===== src/rtl/dsp_fe_pkg.sv =====
// Shared types, sizes and pattern helpers for the DSP frontend transmit path.
package dsp_fe_pkg;

    localparam int unsigned LANE_WIDTH    = 16;
    localparam int unsigned ADC_WIDTH     = 6;
    localparam int unsigned DES_WIDTH     = 2;
    localparam int unsigned FRAME_SAMPLES = LANE_WIDTH * DES_WIDTH;
    localparam int unsigned FRAME_BITS    = FRAME_SAMPLES * ADC_WIDTH;
    localparam int unsigned FIFO_DEPTH    = 4;
    localparam int unsigned LFSR_WIDTH    = 7;
    localparam logic [ADC_WIDTH-1:0] IDLE_CODE = 6'h20;

    typedef enum logic [1:0] {
        TX_FIFO  = 2'd0,
        TX_RAMP  = 2'd1,
        TX_PRBS7 = 2'd2,
        TX_CONST = 2'd3
    } tx_mode_e;

    typedef logic [FRAME_SAMPLES-1:0][ADC_WIDTH-1:0]           frame_t;
    typedef logic [LANE_WIDTH-1:0][ADC_WIDTH-1:0][DES_WIDTH-1:0] lad_t;

    typedef struct packed {
        logic [LFSR_WIDTH-1:0] state;
        frame_t                bits;
    } prbs_step_t;

    // One frame of PRBS7 (x^7+x^6+1): serial bit k lands at flat frame bit k.
    function automatic prbs_step_t prbs7_step(input logic [LFSR_WIDTH-1:0] seed);
        prbs_step_t            r;
        logic [LFSR_WIDTH-1:0] s;
        logic [FRAME_BITS-1:0] b;
        s = seed;
        for (int unsigned k = 0; k < FRAME_BITS; k++) begin
            b[k] = s[6];
            s    = {s[5:0], s[6] ^ s[5]};
        end
        r.state = s;
        r.bits  = frame_t'(b);
        return r;
    endfunction

    function automatic lad_t to_lad(input frame_t f);
        lad_t r;
        for (int unsigned l = 0; l < LANE_WIDTH; l++)
            for (int unsigned d = 0; d < DES_WIDTH; d++)
                for (int unsigned a = 0; a < ADC_WIDTH; a++)
                    r[l][a][d] = f[l + LANE_WIDTH * d][a];
        return r;
    endfunction

    function automatic frame_t fill_frame(input logic [ADC_WIDTH-1:0] v);
        frame_t f;
        for (int unsigned t = 0; t < FRAME_SAMPLES; t++)
            f[t] = v;
        return f;
    endfunction

    function automatic frame_t ramp_frame(input logic [ADC_WIDTH-1:0] base);
        frame_t f;
        for (int unsigned t = 0; t < FRAME_SAMPLES; t++)
            f[t] = base + ADC_WIDTH'(t);
        return f;
    endfunction

endpackage


===== src/rtl/dsp_fe_frame_fifo.sv =====
// Synchronous frame FIFO; pointers carry one extra wrap bit for full/empty.
module dsp_fe_frame_fifo
    import dsp_fe_pkg::*;
#(
    parameter int unsigned DEPTH = FIFO_DEPTH
) (
    input  logic                  i_clk,
    input  logic                  i_rst,
    input  logic                  i_push,
    input  logic [FRAME_BITS-1:0] i_wdata,
    input  logic                  i_pop,
    output logic [FRAME_BITS-1:0] o_rdata,
    output logic                  o_full,
    output logic                  o_empty
);

    localparam int unsigned AW = $clog2(DEPTH);

    logic [FRAME_BITS-1:0] r_mem [DEPTH];
    logic [AW:0]           r_wptr;
    logic [AW:0]           r_rptr;
    logic                  w_wr;
    logic                  w_rd;

    assign o_empty = (r_wptr == r_rptr);
    assign o_full  = (r_wptr[AW] != r_rptr[AW]) && (r_wptr[AW-1:0] == r_rptr[AW-1:0]);
    assign o_rdata = r_mem[r_rptr[AW-1:0]];
    assign w_wr    = i_push && !o_full;
    assign w_rd    = i_pop && !o_empty;

    always_ff @(posedge i_clk) begin
        if (i_rst) begin
            r_wptr <= '0;
            r_rptr <= '0;
        end else begin
            if (w_wr) r_wptr <= r_wptr + (AW+1)'(1);
            if (w_rd) r_rptr <= r_rptr + (AW+1)'(1);
        end
    end

    // Storage needs no reset; stale entries are never visible past the pointers.
    always_ff @(posedge i_clk) begin
        if (w_wr && !i_rst) r_mem[r_wptr[AW-1:0]] <= i_wdata;
    end

endmodule


===== src/rtl/dsp_fe_lad_tx.sv =====
// Transmit frontend: buffers time-ordered frames or generates patterns and
// emits them every cycle in lane/adc/des order.
module dsp_fe_lad_tx
    import dsp_fe_pkg::*;
(
    input  logic                                            i_clk,
    input  logic                                            i_rst,
    input  logic [FRAME_SAMPLES-1:0][ADC_WIDTH-1:0]         i_dat,
    input  logic                                            i_vld,
    output logic                                            o_rdy,
    input  logic                                            i_en,
    input  logic [1:0]                                      i_mode,
    input  logic [ADC_WIDTH-1:0]                            i_const,
    output logic [LANE_WIDTH-1:0][ADC_WIDTH-1:0][DES_WIDTH-1:0] o_dat_lad,
    output logic                                            o_vld,
    output logic                                            o_underflow,
    output logic [15:0]                                     o_underflow_cnt,
    output logic [15:0]                                     o_frame_cnt
);

    tx_mode_e              w_mode;
    logic                  w_full;
    logic                  w_empty;
    logic                  w_push;
    logic                  w_pop;
    logic                  w_emit;
    logic [FRAME_BITS-1:0] w_head;
    prbs_step_t            w_prbs;

    lad_t                  r_dat;
    logic                  r_vld;
    logic                  r_uf;
    logic [15:0]           r_uf_cnt;
    logic [15:0]           r_frame_cnt;
    logic [ADC_WIDTH-1:0]  r_base;
    logic [LFSR_WIDTH-1:0] r_lfsr;

    assign w_mode = tx_mode_e'(i_mode);
    assign o_rdy  = !w_full && !i_rst;
    assign w_push = i_vld && o_rdy;
    assign w_pop  = i_en && (w_mode == TX_FIFO) && !w_empty;
    assign w_emit = i_en && ((w_mode != TX_FIFO) || !w_empty);
    assign w_prbs = prbs7_step(r_lfsr);

    dsp_fe_frame_fifo #(
        .DEPTH (FIFO_DEPTH)
    ) u_fifo (
        .i_clk   (i_clk),
        .i_rst   (i_rst),
        .i_push  (w_push),
        .i_wdata (FRAME_BITS'(i_dat)),
        .i_pop   (w_pop),
        .o_rdata (w_head),
        .o_full  (w_full),
        .o_empty (w_empty)
    );

    // Output register: idle unless a frame is emitted this edge.
    always_ff @(posedge i_clk) begin
        if (i_rst) begin
            r_dat       <= to_lad(fill_frame(IDLE_CODE));
            r_vld       <= 1'b0;
            r_uf        <= 1'b0;
            r_uf_cnt    <= 16'h0000;
            r_frame_cnt <= 16'h0000;
            r_base      <= '0;
            r_lfsr      <= 7'h7F;
        end else begin
            r_dat <= to_lad(fill_frame(IDLE_CODE));
            r_vld <= w_emit;
            if (w_emit) r_frame_cnt <= r_frame_cnt + 16'd1;
            if (i_en) begin
                case (w_mode)
                    TX_FIFO: begin
                        if (w_empty) begin
                            r_uf <= 1'b1;
                            if (r_uf_cnt != 16'hFFFF) r_uf_cnt <= r_uf_cnt + 16'd1;
                        end else begin
                            r_dat <= to_lad(frame_t'(w_head));
                        end
                    end
                    TX_RAMP: begin
                        r_dat  <= to_lad(ramp_frame(r_base));
                        r_base <= r_base + ADC_WIDTH'(FRAME_SAMPLES);
                    end
                    TX_PRBS7: begin
                        r_dat  <= to_lad(w_prbs.bits);
                        r_lfsr <= w_prbs.state;
                    end
                    TX_CONST: r_dat <= to_lad(fill_frame(i_const));
                    default: ;
                endcase
            end
        end
    end

    assign o_dat_lad       = r_dat;
    assign o_vld           = r_vld;
    assign o_underflow     = r_uf;
    assign o_underflow_cnt = r_uf_cnt;
    assign o_frame_cnt     = r_frame_cnt;

endmodule


===== config.mk =====
export PLATFORM = sky130hd
export DESIGN_NAME = dsp_fe_lad_tx
export DESIGN_NICKNAME = d
export VERILOG_FILES = /design/src/rtl/dsp_fe_pkg.sv /design/src/rtl/dsp_fe_frame_fifo.sv /design/src/rtl/dsp_fe_lad_tx.sv
export SDC_FILE = /design/constraint.sdc
export NUM_CORES = 1
export LEC_CHECK = 0
export CAP_MARGIN = 20
export CORE_MARGIN = 4
export CORE_UTILIZATION = 30
export DETAILED_ROUTE_END_ITERATION = 6
export PLACE_DENSITY = 0.59
export SYNTH_ARGS = -nofsm -noshare
export SYNTH_HDL_FRONTEND = slang
export SYNTH_SLANG_ARGS = --single-unit

===== constraint.sdc =====
create_clock -name i_clk -period 17.2 [get_ports i_clk]
set_input_delay 3.44 -clock i_clk [delete_from_list [all_inputs] [get_ports i_clk]]
set_output_delay 3.44 -clock i_clk [all_outputs]
set_load 0.1 [all_outputs]

---- Word level (Yosys, flattened, before mapping) ----
Memories as Yosys holds them, arrays and structs flattened. A register that Yosys moved wholly into a read port is not among the register bits.
Cells that the tools add are included.
operators by class
  reduce and logical (&&, ||, !) cells .... 20
  div/mod/pow operators ................... 0
  shifts and indexed selects .............. 0
  $add $sub $neg .......................... 36
  $mul .................................... 0
  bitwise operators ....................... 193
  mux-type cells .......................... 6
  order comparisons ....................... 0
  equal/unequal tests ..................... 7
operator list
  cell                     count
  $pmux W192 S4            1
  $mux W192                1
  $xor A1 B1 Y1            192
  $add A6 B5 Y6 const B    16
  $add A6 B4 Y6 const B    8
  $add A16 B1 Y16 const B  2
  $add A6 B3 Y6 const B    4
  $ne A16 B16 Y1 const B   1
  $add A6 B2 Y6 const B    2
  $logic_and A1 B1 Y1      9
  $add A3 B1 Y3 const B    2
  $add A6 B1 Y6 const B    1
  $add A6 B6 Y6 const B    1
  $eq A2 B2 Y1 const B     2
  $mux W2                  2
  $reduce_and A2 Y1        2
  $reduce_and A4 Y1        1
  $eq A3 B3 Y1             1
  $logic_not A1 Y1         3
  $reduce_and A3 Y1        1
  $eq A2 B1 Y1 const B     1
  $eq A2 B2 Y1             1
  $logic_not A2 Y1         1
  $mux W1                  2
  5 further kinds          5
storage, ports and cells
  bits in read-only memories .............. 0
  RAM bits ................................ 768
  flip-flop bits (word level) ............. 245
  output and inout port bits .............. 227
  latch bits .............................. 0
  memories ................................ 1
memories
  name          depth  bits a word  rd ports  clocked after memory_dff  write ports  line                     source
  u_fifo.r_mem  4      192          1         1                         1            dsp_fe_frame_fifo.sv:19  logic [FRAME_BITS-1:0] r_mem [DEPTH];

---- Logic depth before layout (Yosys ltp) ----
  depth after elaboration ................. 32
  depth in mapped cells ................... 8
  depth with buffers taken out ............ 6

---- Cells and area by module ----
A second synthesis with hierarchy kept.
unflattened totals
  cell total of the unflattened synthesis .. 2278
  area total of the unflattened synthesis .. 39012.4 µm²
modules (own cells, without submodules)
  module             cells an instance  times used  area each (µm²)
  dsp_fe_frame_fifo  1073               1           28422.3
  dsp_fe_lad_tx      1205               1           10590.2

---- Worst setup path after synthesis ----
No wires, ideal clock.
  path type ............................... input port to flip-flop
  start point ............................. in i_rst
  end point ............................... mem u_fifo.r_mem[3][0] in the netlist's numbering, enable pin
  setup slack ............................. 8051 ps
  path buffers ............................ 1
  arrival ................................. 8571 ps
  required time ........................... 16623 ps
  stages on the path ...................... 3
  setup time .............................. 577 ps
  cells stage by stage .................... clkbuf_1 > a311oi_1 > and2_1
between the ends
  longest elaborated chain between the ends .. 7
RTL lines
  item                             line                                          source
  from (decl)                      dsp_fe_lad_tx.sv:7                            input logic i_rst,
  $logic_not A1 Y1 *               dsp_fe_frame_fifo.sv:43, dsp_fe_lad_tx.sv:39
  $logic_and A1 B1 Y1              dsp_fe_lad_tx.sv:39                           assign o_rdy = !w_full && !i_rst;
  $logic_and A1 B1 Y1              dsp_fe_lad_tx.sv:40                           assign w_push = i_vld && o_rdy;
  $logic_and A1 B1 Y1              dsp_fe_frame_fifo.sv:28                       assign w_wr = i_push && !o_full;
  $logic_and A1 B1 Y1 *            dsp_fe_frame_fifo.sv:43                       if (w_wr && !i_rst) r_mem[r_wptr[AW-1:0]] <= i_wdata;
  $mux W1 *                        dsp_fe_frame_fifo.sv:43
  $mux W1 (implied by the code) *  dsp_fe_frame_fifo.sv:43
  to (decl)                        dsp_fe_frame_fifo.sv:19
Every way passes the cells marked *; elsewhere a longest branch is shown, timed or not.

---- Worst setup path after layout ----
  start point ............................. in i_rst
  end point ............................... out o_rdy
between the ends
  longest elaborated chain between the ends .. 2
RTL lines
  item                 line                 source
  $logic_not A1 Y1     dsp_fe_lad_tx.sv:39
  $logic_and A1 B1 Y1  dsp_fe_lad_tx.sv:39
  to (decl)            dsp_fe_lad_tx.sv:10  output logic o_rdy,
Every way passes these cells.

==> impl_metrics.yaml <==
timing:
  final_hold_viol_count: 0
  rsz0062_at_grt: "false"
  slew_viol_final: 0
  clock_skew_ns: 0.0361
  period_needed_ns: 8.31
  slew_headroom_pct: 20.0
  setup_viol: 0
  timing.fmax_ghz: 0.120
  worst_pin_slew_ns: 1.20
  fin_setup_tns_ns: 0
  finalWorstSetupSlack_ns: 8.89
  post-route-period-util_pct: 48.3
floorplan:
  die_w_um: 366
  core_mm2: 0.126
  rows: 130
  initial_core_util_pct: 30.4
  die_h_um: 366
  die_area_mm2: 0.134
  io_pins: 431
global_routing:
  antenna_found_initial: 44
  first_global_vias: 22600
  grt_max_degree: 118
  grt.overflow.total: 0
  grt_pass1_wl_um: 179000
  grt_usage_pct: 19.0
setup_path:
  reg2reg_depth: 6
  crit_fanout: 4
  rrSetupSlack_ns: 13.16
  crit_arrival_ns: 4.87
  worstReg2RegStart: "u_fifo.r_wptr[0]"
  cp.required_ns: 13.76
  crit_type: "in -> out"
  startpoint_type: "input pin"
  r2r_end: "u_fifo.r_mem[3][44]"
  cp-end-kind: "output port"
placement:
  place_congestion: 0.802
  io_buffers: 430
  hpwl_um: 87700
  place_ws_ns: 8.89
  placed_area_mm2: 0.0445
  dp.cells: 4235
logic_synthesis:
  ys_ff_latch: 1010
  synth_edf_count: 768
  syn_nets: 2479
  synth-main-ff-cell: "edfxtp_1"
  syn_inst: 2268
  syn_avg_cell_area_um2: 16.9
  synth-async-reset-ratio_pct: 0
  ys_types: 58
  ys_seq_area_share_pct: 72.7
  synth_area_mm2: 0.0384
  ys_warn_count: 0
layout:
  syn_to_final_growth_pct: 25.5
  fin_cells: 4459
  drive_gt1_share_pct: 16.5
  design_area_mm2: 0.0482
  nNetsFinal: 2906
  fill_cells: 11700
drt:
  vias: 22700
  vias_per_cell: 5.09
  drt_wl_total_um: 131000
  wl_per_cell_um: 29.3
  drt_iter0_drc: 2651
  drc: 0
  antenna_left: 0
  first_pass_iters: 6
power_and_ir_drop:
  power_mw: 5.78
  powerDensity_mw_per_mm2: 120
  vdd.ir_drop.worst_v: 0.0000805
  p_leak_nw: 15.3
clocking:
  htree_levels: 3
  cts_buffers: 107
  cts_root_buf: "clkbuf_16"
  clk_pin_slew_worst_paths_ns: 0.06
  cts_tree: "built"
  clk_latency_ns: 0.71
  cts_sinks: 1010
  clockBufferDepth: 3
  ctsResizeCount: 0
  post_cts.repair.setup_buffers: 0
  hold_buffers: 0
hold_path:
  hp-class: "reg -> reg"
  min_from: "o_underflow"
  whs_endpoint: "o_underflow"
  hold_path_depth: 2
status:
  run_status: "finished, final reports clean"
flow_run:
  max_cap_violations: 0
-- per-stage QoR --
step           hold WS [ns]  utilization [%]
6_report              0.479             38.1
5_1_grt               0.538             38.1
4_1_cts               0.486             38.1
3_5_place_dp          0.469             35.2
3_3_place_gp          0.452             35.2
2_1_floorplan         0.503                -
-- flip-flops by register name, summed over array words and instances (netlist names), named ones only --
signal	cells
o_dat_lad	192
o_frame_cnt	16
o_underflow	1
o_underflow_cnt	16
o_vld	1
r_base	1
r_lfsr	7
u_fifo.r_mem	768
u_fifo.r_rptr	3
u_fifo.r_wptr	3
-- kinds of logic after synthesis --
group	count (synthesis)	synth area share (%)
fa+ha+maj	7	0.228
flops	1010	72.7
xor+xnor	151	3.67
mux	197	11.3
simple gates	341	4.09
buf+inv	172	1.85
compound gates	390	6.12
-- cell usage in the layout (no fill, tap or decap), types with 13 or more instances in the layout --
cell,instances
edfxtp_1,768
clkdlybuf4s50_1,406
dfxtp_1,237
mux4_2,190
nor2_1,141
o21ai_0,130
a21oi_1,121
clkbuf_16,111
xnor2_1,79
nand2_1,79
buf_4,67
xor2_1,59
a221oi_1,39
clkbuf_1,37
a211oi_1,29
a31oi_1,21
nand3_1,21
diode_2,20
clkinv_2,19
nor3_1,18
nand4_1,14
clkbuf_8,14
nor2b_1,13
o22ai_1,13
-- cells in the mapped netlist (all sizes together), types with 14 or more instances --
cell type,instances,area (um^2)
buf,50,251
dfxtp,242,4840
xor2,62,577
nor2,142,533
mux4,190,4280
nor3,18,90.1
nand3,21,105
a221oi,39,342
a211oi,29,218
nor2b,14,87.6
nand4,15,100
clkbuf,111,417
xnor2,86,761
a21oi,121,606
o21ai,131,659
edfxtp,768,23100
a31oi,22,138
nand2,79,297
-- worst max-delay path by stage --
| stage | cells past startpoint | end | from | slack, ns |
|---|---|---|---|---|
| 3_5_place_dp | 3 | o_rdy | i_rst | 8.89 |
| 5_1_grt | 3 | o_rdy | i_rst | 8.81 |
| 4_1_cts | 3 | o_rdy | i_rst | 8.89 |
| 2_1_floorplan | 3 | u_fifo.r_mem[3][0] | i_rst | 8.05 |
| 3_3_place_gp | 3 | o_rdy | i_rst | 8.91 |
| 6_report | 3 | o_rdy | i_rst | 8.89 |
-- report_power, final --
part | internal (mW) | switching, mW
Combinational | 0.205 | 0.509
Sequential | 2.70 | 0.0384
Clock | 1.36 | 0.968
Total | 4.27 | 1.52
-- critical path, stage by stage --
cell and delay (ns):
buf_2 0.12, a31oi_1 0.14, clkdlybuf4s50_1 1.16
-- layout make-up --
cell class                 instances  area (um^2)  area share (%)
sequential                      1010        27900            58.0
multi-input combinational       1086         9850            20.5
timing repair buffer             479         4650            9.65
clock buffer                     162         3110            6.46
tap                             1650         2060            4.29
clock inverter                    41          472           0.980
antenna                           20         50.0           0.104
inverter                          11         41.3          0.0857
-- metal layers --
layer | vias up | track usage [%] | part of all wire, %
met5 | - | 0 | 0.10
li1 | 9708 | - | -
met4 | 20 | 5.55 | 2.7
met3 | 218 | 6.10 | 10
met2 | 1057 | 29.6 | 46
met1 | 11700 | 25.5 | 41
Note: power is estimated with default switching activity, not from simulation.
==> patch 1: new RTL, config.mk and constraints unchanged <==
The package constant `FIFO_DEPTH` goes from 4 to 2.
--- a/src/rtl/dsp_fe_pkg.sv
+++ b/src/rtl/dsp_fe_pkg.sv
@@ -6,7 +6,7 @@
     localparam int unsigned DES_WIDTH     = 2;
     localparam int unsigned FRAME_SAMPLES = LANE_WIDTH * DES_WIDTH;
     localparam int unsigned FRAME_BITS    = FRAME_SAMPLES * ADC_WIDTH;
-    localparam int unsigned FIFO_DEPTH    = 4;
+    localparam int unsigned FIFO_DEPTH    = 2;
     localparam int unsigned LFSR_WIDTH    = 7;
     localparam logic [ADC_WIDTH-1:0] IDLE_CODE = 6'h20;
 
Formal check against the unedited RTL: not equivalent (Yosys sat finds a counterexample within 4 cycles, from zero or initial values and one cycle with i_rst high).
==> patch 1 against the original RTL <==
  * Design area shrank 33%
  * Worst setup slack lost 530 ps
  * Synthesized area shrank 37%
  * Critical path type unchanged
  * Power shrank 34%
  * Sequential cell count shrank 387
  * Synthesized cell count shrank 22%
  * Routed wire length shrank 34%
  * Largest cell class unchanged
==> patch 1: results (changes against the original RTL) <==
place:
  dp_hpwl_mm: 60.35  # -31%
  place_worst_setup_slack_ps: 8382  # -503.8 ps
  dp.cells: 3152  # -26%
  gp_congestion: 0.8396  # +4.6%
global_route:
  met3_usage_pct: 5.271  # -0.83 points
  grt_pass1_wl_mm: 121.0  # -32%
  grt_usage_pct: 19.58  # +0.55 points
  globalRouteMet1Util_pct: 24.52  # -1.0 points
  met2_usage_pct: 32.98  # +3.3 points
  antenna_found_initial: 20  # -55%
  grt_max_degree: 133  # +13%
critical_path:
  rr_endpoint: "o_dat_lad[7]"
  slowest_delay_ps: 1200  # +40 ps
  r2r_start: "r_lfsr[1]"
  critPathArrivalTime_ps: 5390  # +520 ps
  path_delay_family: "buffers and inverters"
  cp_max_fo: 50  # +46
  r2r_slack_ps: 14020  # +860 ps
logic_synthesis:
  synth_xor_area_share_pct: 6.310  # +2.6 points
  synth_compound_area_share_pct: 9.304  # +3.2 points
  synth-seq-area-share_pct: 67.55  # -5.2 points
  syn_inst: 1759  # -22%
  synthAdderAreaFrac_pct: 0.1036  # -0.12 points
  synth_cell_types: 63  # +8.6%
  synth_nets: 1965  # -21%
  ys_top_cells_by_count: "edfxtp_1 (384), dfxtp_1 (239), nand2_1 (115)"
power_and_ir_drop:
  leakagePower_nw: 10.68  # -30%
  vdd_drop_max_uv: 113.4  # +41%
timing:
  max_slew.worst_pin.slew_ps: 1177  # -19.14 ps
run_status:
  status: "finished clean"
drt:
  num_vias: 16351  # -28%
  routed_via_density: 4.958  # -2.6%
  wire_per_inst_microns: 26.34  # -10%
  drtIter0Drc: 1121  # -58%
  firstDrtPassIters: 5  # -1
cells_and_area:
  largest_register_ffs: 384  # -50%
  nets: 2384  # -18%
  fill_cells: 7479  # -36%
  drive_above_1_share_pct: 13.27  # -3.3 points
clock_network:
  cts_inserted_buffers: 73  # -32%
  clk-insertion-delay-late_ps: 610  # -100 ps
[patch 1: cell families after synthesis]
logic type	after synthesis
DFF	623
and+or+nand+nor	337
AOI/OAI and AO/OA	336
muxes	174
xor gates and xnor gates	147
buffers and inverters	140
adders and majority gates	2
[patch 1: layout make-up]
class / instances / area share [%]
diodes: 10 / 0.07803
well taps: 1050 / 4.096
flip-flops and latches: 623 / 50.89
repair buffers: 476 / 14.54
inverters: 8 / 0.09363
clock inverters: 28 / 0.8388
multi-input cells: 996 / 22.82
clock buffers: 107 / 6.636
[patch 1: routing by layer]
metal	up-vias	wire [microns]	part of all wire, %
met3	137	6374	7.3
met4	18	2575	3.0
li1	7393	-	-
met1	8188	35490	41
met2	615	42290	49
met5	-	118	0.14
[patch 1: metrics by stage]
stage | cell area [sq um] | hold slack (ps) | utilization, %
2_1_floorplan | 24150 | 499.9 | -
3_3_place_gp | 29610 | 454.5 | 37.30
3_5_place_dp | 29620 | 468.9 | 37.31
4_1_cts | 32020 | 481.0 | 40.33
5_1_grt | 32050 | 524.3 | 40.38
6_report | 32070 | 485.6 | 40.40
[patch 1: worst min-delay path by stage]
stage | endpoint | depth (start not counted)
6_report | o_underflow | 2
5_1_grt | o_underflow | 2
4_1_cts | o_underflow | 2
3_5_place_dp | o_underflow | 2
3_3_place_gp | o_underflow | 2
2_1_floorplan | r_base[5] | 2
[patch 1: worst register-to-register path: cells and delay by family (launching register included)]
kind,cells,cell delay [ps]
and+or+nand+nor,1,70
DFF,1,740
xor gates and xnor gates,3,1600
AOI/OAI and AO/OA,1,330
buffers and inverters,1,310
[patch 1: where the power goes]
| part | switching [mW] | leakage, nW | internal [mW] | total, mW |
|---|---|---|---|---|
| registers | 0.0242 | 5.48 | 1.65 | 1.68 |
| clock network | 0.615 | 1.19 | 0.910 | 1.53 |
| logic | 0.455 | 4.02 | 0.186 | 0.642 |
| total | 1.09 | 10.7 | 2.75 | 3.84 |
==> patch 2: new RTL, same settings <==
Made on the original files. Make the reset (`i_rst`) asynchronous in 2 clocked blocks.
--- a/src/rtl/dsp_fe_frame_fifo.sv
+++ b/src/rtl/dsp_fe_frame_fifo.sv
@@ -28,7 +28,7 @@
     assign w_wr    = i_push && !o_full;
     assign w_rd    = i_pop && !o_empty;
 
-    always_ff @(posedge i_clk) begin
+    always_ff @(posedge i_clk or posedge i_rst) begin
         if (i_rst) begin
             r_wptr <= '0;
             r_rptr <= '0;
--- a/src/rtl/dsp_fe_lad_tx.sv
+++ b/src/rtl/dsp_fe_lad_tx.sv
@@ -56,7 +56,7 @@
     );
 
     // Output register: idle unless a frame is emitted this edge.
-    always_ff @(posedge i_clk) begin
+    always_ff @(posedge i_clk or posedge i_rst) begin
         if (i_rst) begin
             r_dat       <= to_lad(fill_frame(IDLE_CODE));
             r_vld       <= 1'b0;
Behaviour: differs if i_rst is asserted again (counterexample within 4 cycles, from zero or initial values and one cycle with i_rst high); with i_rst held inactive, the same outputs for 4 cycles.
==> patch 2 against the original RTL <==
  * Count of clock-buffer cells in the layout shrank 13
  * Maximum frequency shrank 8.2%
  * Synthesized area grew 2.8%
  * Highest routed layer unchanged
  * Worst setup slack lost 740 ps
  * Sequential cell count shrank 2
  * Design area grew 3.3%
  * First-iteration DRC count shrank 7.7%
  * Routed wire length grew 2.1%
Power is not compared: it rests on default switching activity, and its combinational part moved more than twofold at a synthesized area within 25%.
==> patch 2: results (changes against the original RTL) <==
clock_network:
  postCtsSetupRepairBufs: 0  # unchanged
  cts_inserted_buffers: 108  # +0.93%
  clk-insertion-delay-late_ps: 730  # +20 ps
  clockRootBuffer: "clkbuf_16"
  clk_path_buf_depth: 3  # unchanged
  h-tree-depth: 3  # unchanged
  clkTransAtPathRegs_ps: 60  # about the same
  cts-resized-gates: 0  # unchanged
timing:
  finClkSkew_ps: 31.11  # -4.941 ps
  maxSlewHeadroom_pct: 19.47  # -0.50 points
drt:
  wire_per_inst_microns: 29.43  # +0.45%
  drtIter0Drc: 2448  # -7.7%
  routed_via_density: 5.070  # -0.39%
  firstDrtPassIters: 5  # -1
logic_synthesis:
  synth_area_leaders: "edfxtp_1 (58%), dfrtp_1 (13%), mux4_2 (11%)"
  synth_edf_count: 768  # unchanged
  synth_nets: 2440  # -1.6%
  ys_top_cells_by_count: "edfxtp_1 (768), dfrtp_1 (201), mux4_2 (192)"
  synth_warnings: 0  # unchanged
  synth_cell_types: 60  # +3.4%
  synth-seq-area-share_pct: 73.82  # +1.1 points
  ys_async_sr_fraction_pct: 23.81  # +24 points
critical_path:
  critPathArrivalTime_ps: 5610  # +740 ps
  cp_max_fo: 6  # +2
  path_delay_family: "buffers and inverters"
  reg2regPathDepth: 5  # -1
  cp_slowest_cell: "clkdlybuf4s50_1"
  slowest_delay_ps: 1230  # +70 ps
place:
  dp_hpwl_mm: 90.18  # +2.8%
  port_buffers: 430  # unchanged
  gp_congestion: 0.8209  # +2.3%
cells_and_area:
  drive_above_1_share_pct: 19.42  # +2.9 points
  largest_register_ffs: 768  # unchanged
  nets: 2887  # -0.65%
min_path:
  whs_path_depth: 1  # -1
  hold_path_class: "reg2reg"
global_route:
  grt_max_degree: 96  # -19%
  grt_pass1_wl_mm: 184.6  # +3.2%
  grt_pass1_vias: 23021  # +2.0%
  antenna_found_initial: 54  # +23%
  grt_usage_pct: 19.09  # +0.072 points
power_and_ir_drop:
  leakagePower_nw: 17.07
  vdd_drop_max_uv: 142.3
  p_int_mw: 5.712
run_status:
  status: "finished clean"
die:
  rows: 132  # +1.5%
==> patch 2: path summary, 6_finish.rpt <==
path / start / to / slack, ps
setup / recovery: i_rst / o_rdy / 8150
hold / removal: o_underflow / o_underflow / 470
setup reg to reg: u_fifo.r_rptr[0] / u_fifo.r_mem[2][95] / 12680
hold reg to reg: o_underflow / o_underflow / 470
max in group asynchronous: i_rst / o_dat_lad[48] / 12540
min in group asynchronous: i_rst / o_dat_lad[85] / 3230
==> patch 2: kinds of logic (layout without fill, tap and decap cells) <==
family,after synthesis,in the layout,synth area share [%]
DFF,1008,1008,73.82
other,0,21,0
and+or+nand+nor,324,324,3.565
buffers and inverters,159,701,1.669
adders and majority gates,7,7,0.2220
AOI/OAI and AO/OA,378,378,5.723
xor gates and xnor gates,155,155,3.879
muxes,198,198,11.12
==> patch 2: routing by layer <==
metal / share of wire [%] / global-route usage [%] / up-vias
met5: 0.11 / 0 / -
met4: 2.6 / 5.392 / 24
met3: 11 / 7.002 / 222
met2: 46 / 29.49 / 1048
met1: 41 / 25.35 / 12109
li1: - / - / 9583
==> patch 2: power by group through the flow <==
stage	sequential [mW]	clock, mW	combinational [mW]
after global placement	3.35	0	3.89
after detailed placement	3.35	0	3.88
final	3.30	2.46	3.92
after CTS	3.30	2.51	3.90
after global routing	3.33	2.61	4.08
after floorplan	4.22	0	1.71
==> patch 2: final cells by class <==
| type | instances | area, sq um |
|---|---|---|
| multi-input combinational | 1062 | 9719 |
| antenna | 21 | 52.55 |
| tap | 1742 | 2180 |
| fill | 12091 | 80230 |
| inverter | 15 | 67.56 |
| sequential | 1008 | 29120 |
| clock inverter | 56 | 636.9 |
| clock buffer | 149 | 3196 |
| timing repair buffer | 481 | 4773 |
==> patch 2: per-stage QoR <==
step           setup WS (ps)  cell area, sq um  std cells  power, mW  hold slack (ps)
2_1_floorplan           6909             39440       2229      5.935            445.1
3_3_place_gp            8170             45680       4298      7.231            457.1
3_5_place_dp            8138             45700       4299      7.233            462.4
4_1_cts                 8133             49530       4504      9.717            473.4
5_1_grt                 8059             49720       4521      10.03            493.3
6_report                8154             49750       4534      9.689            468.1
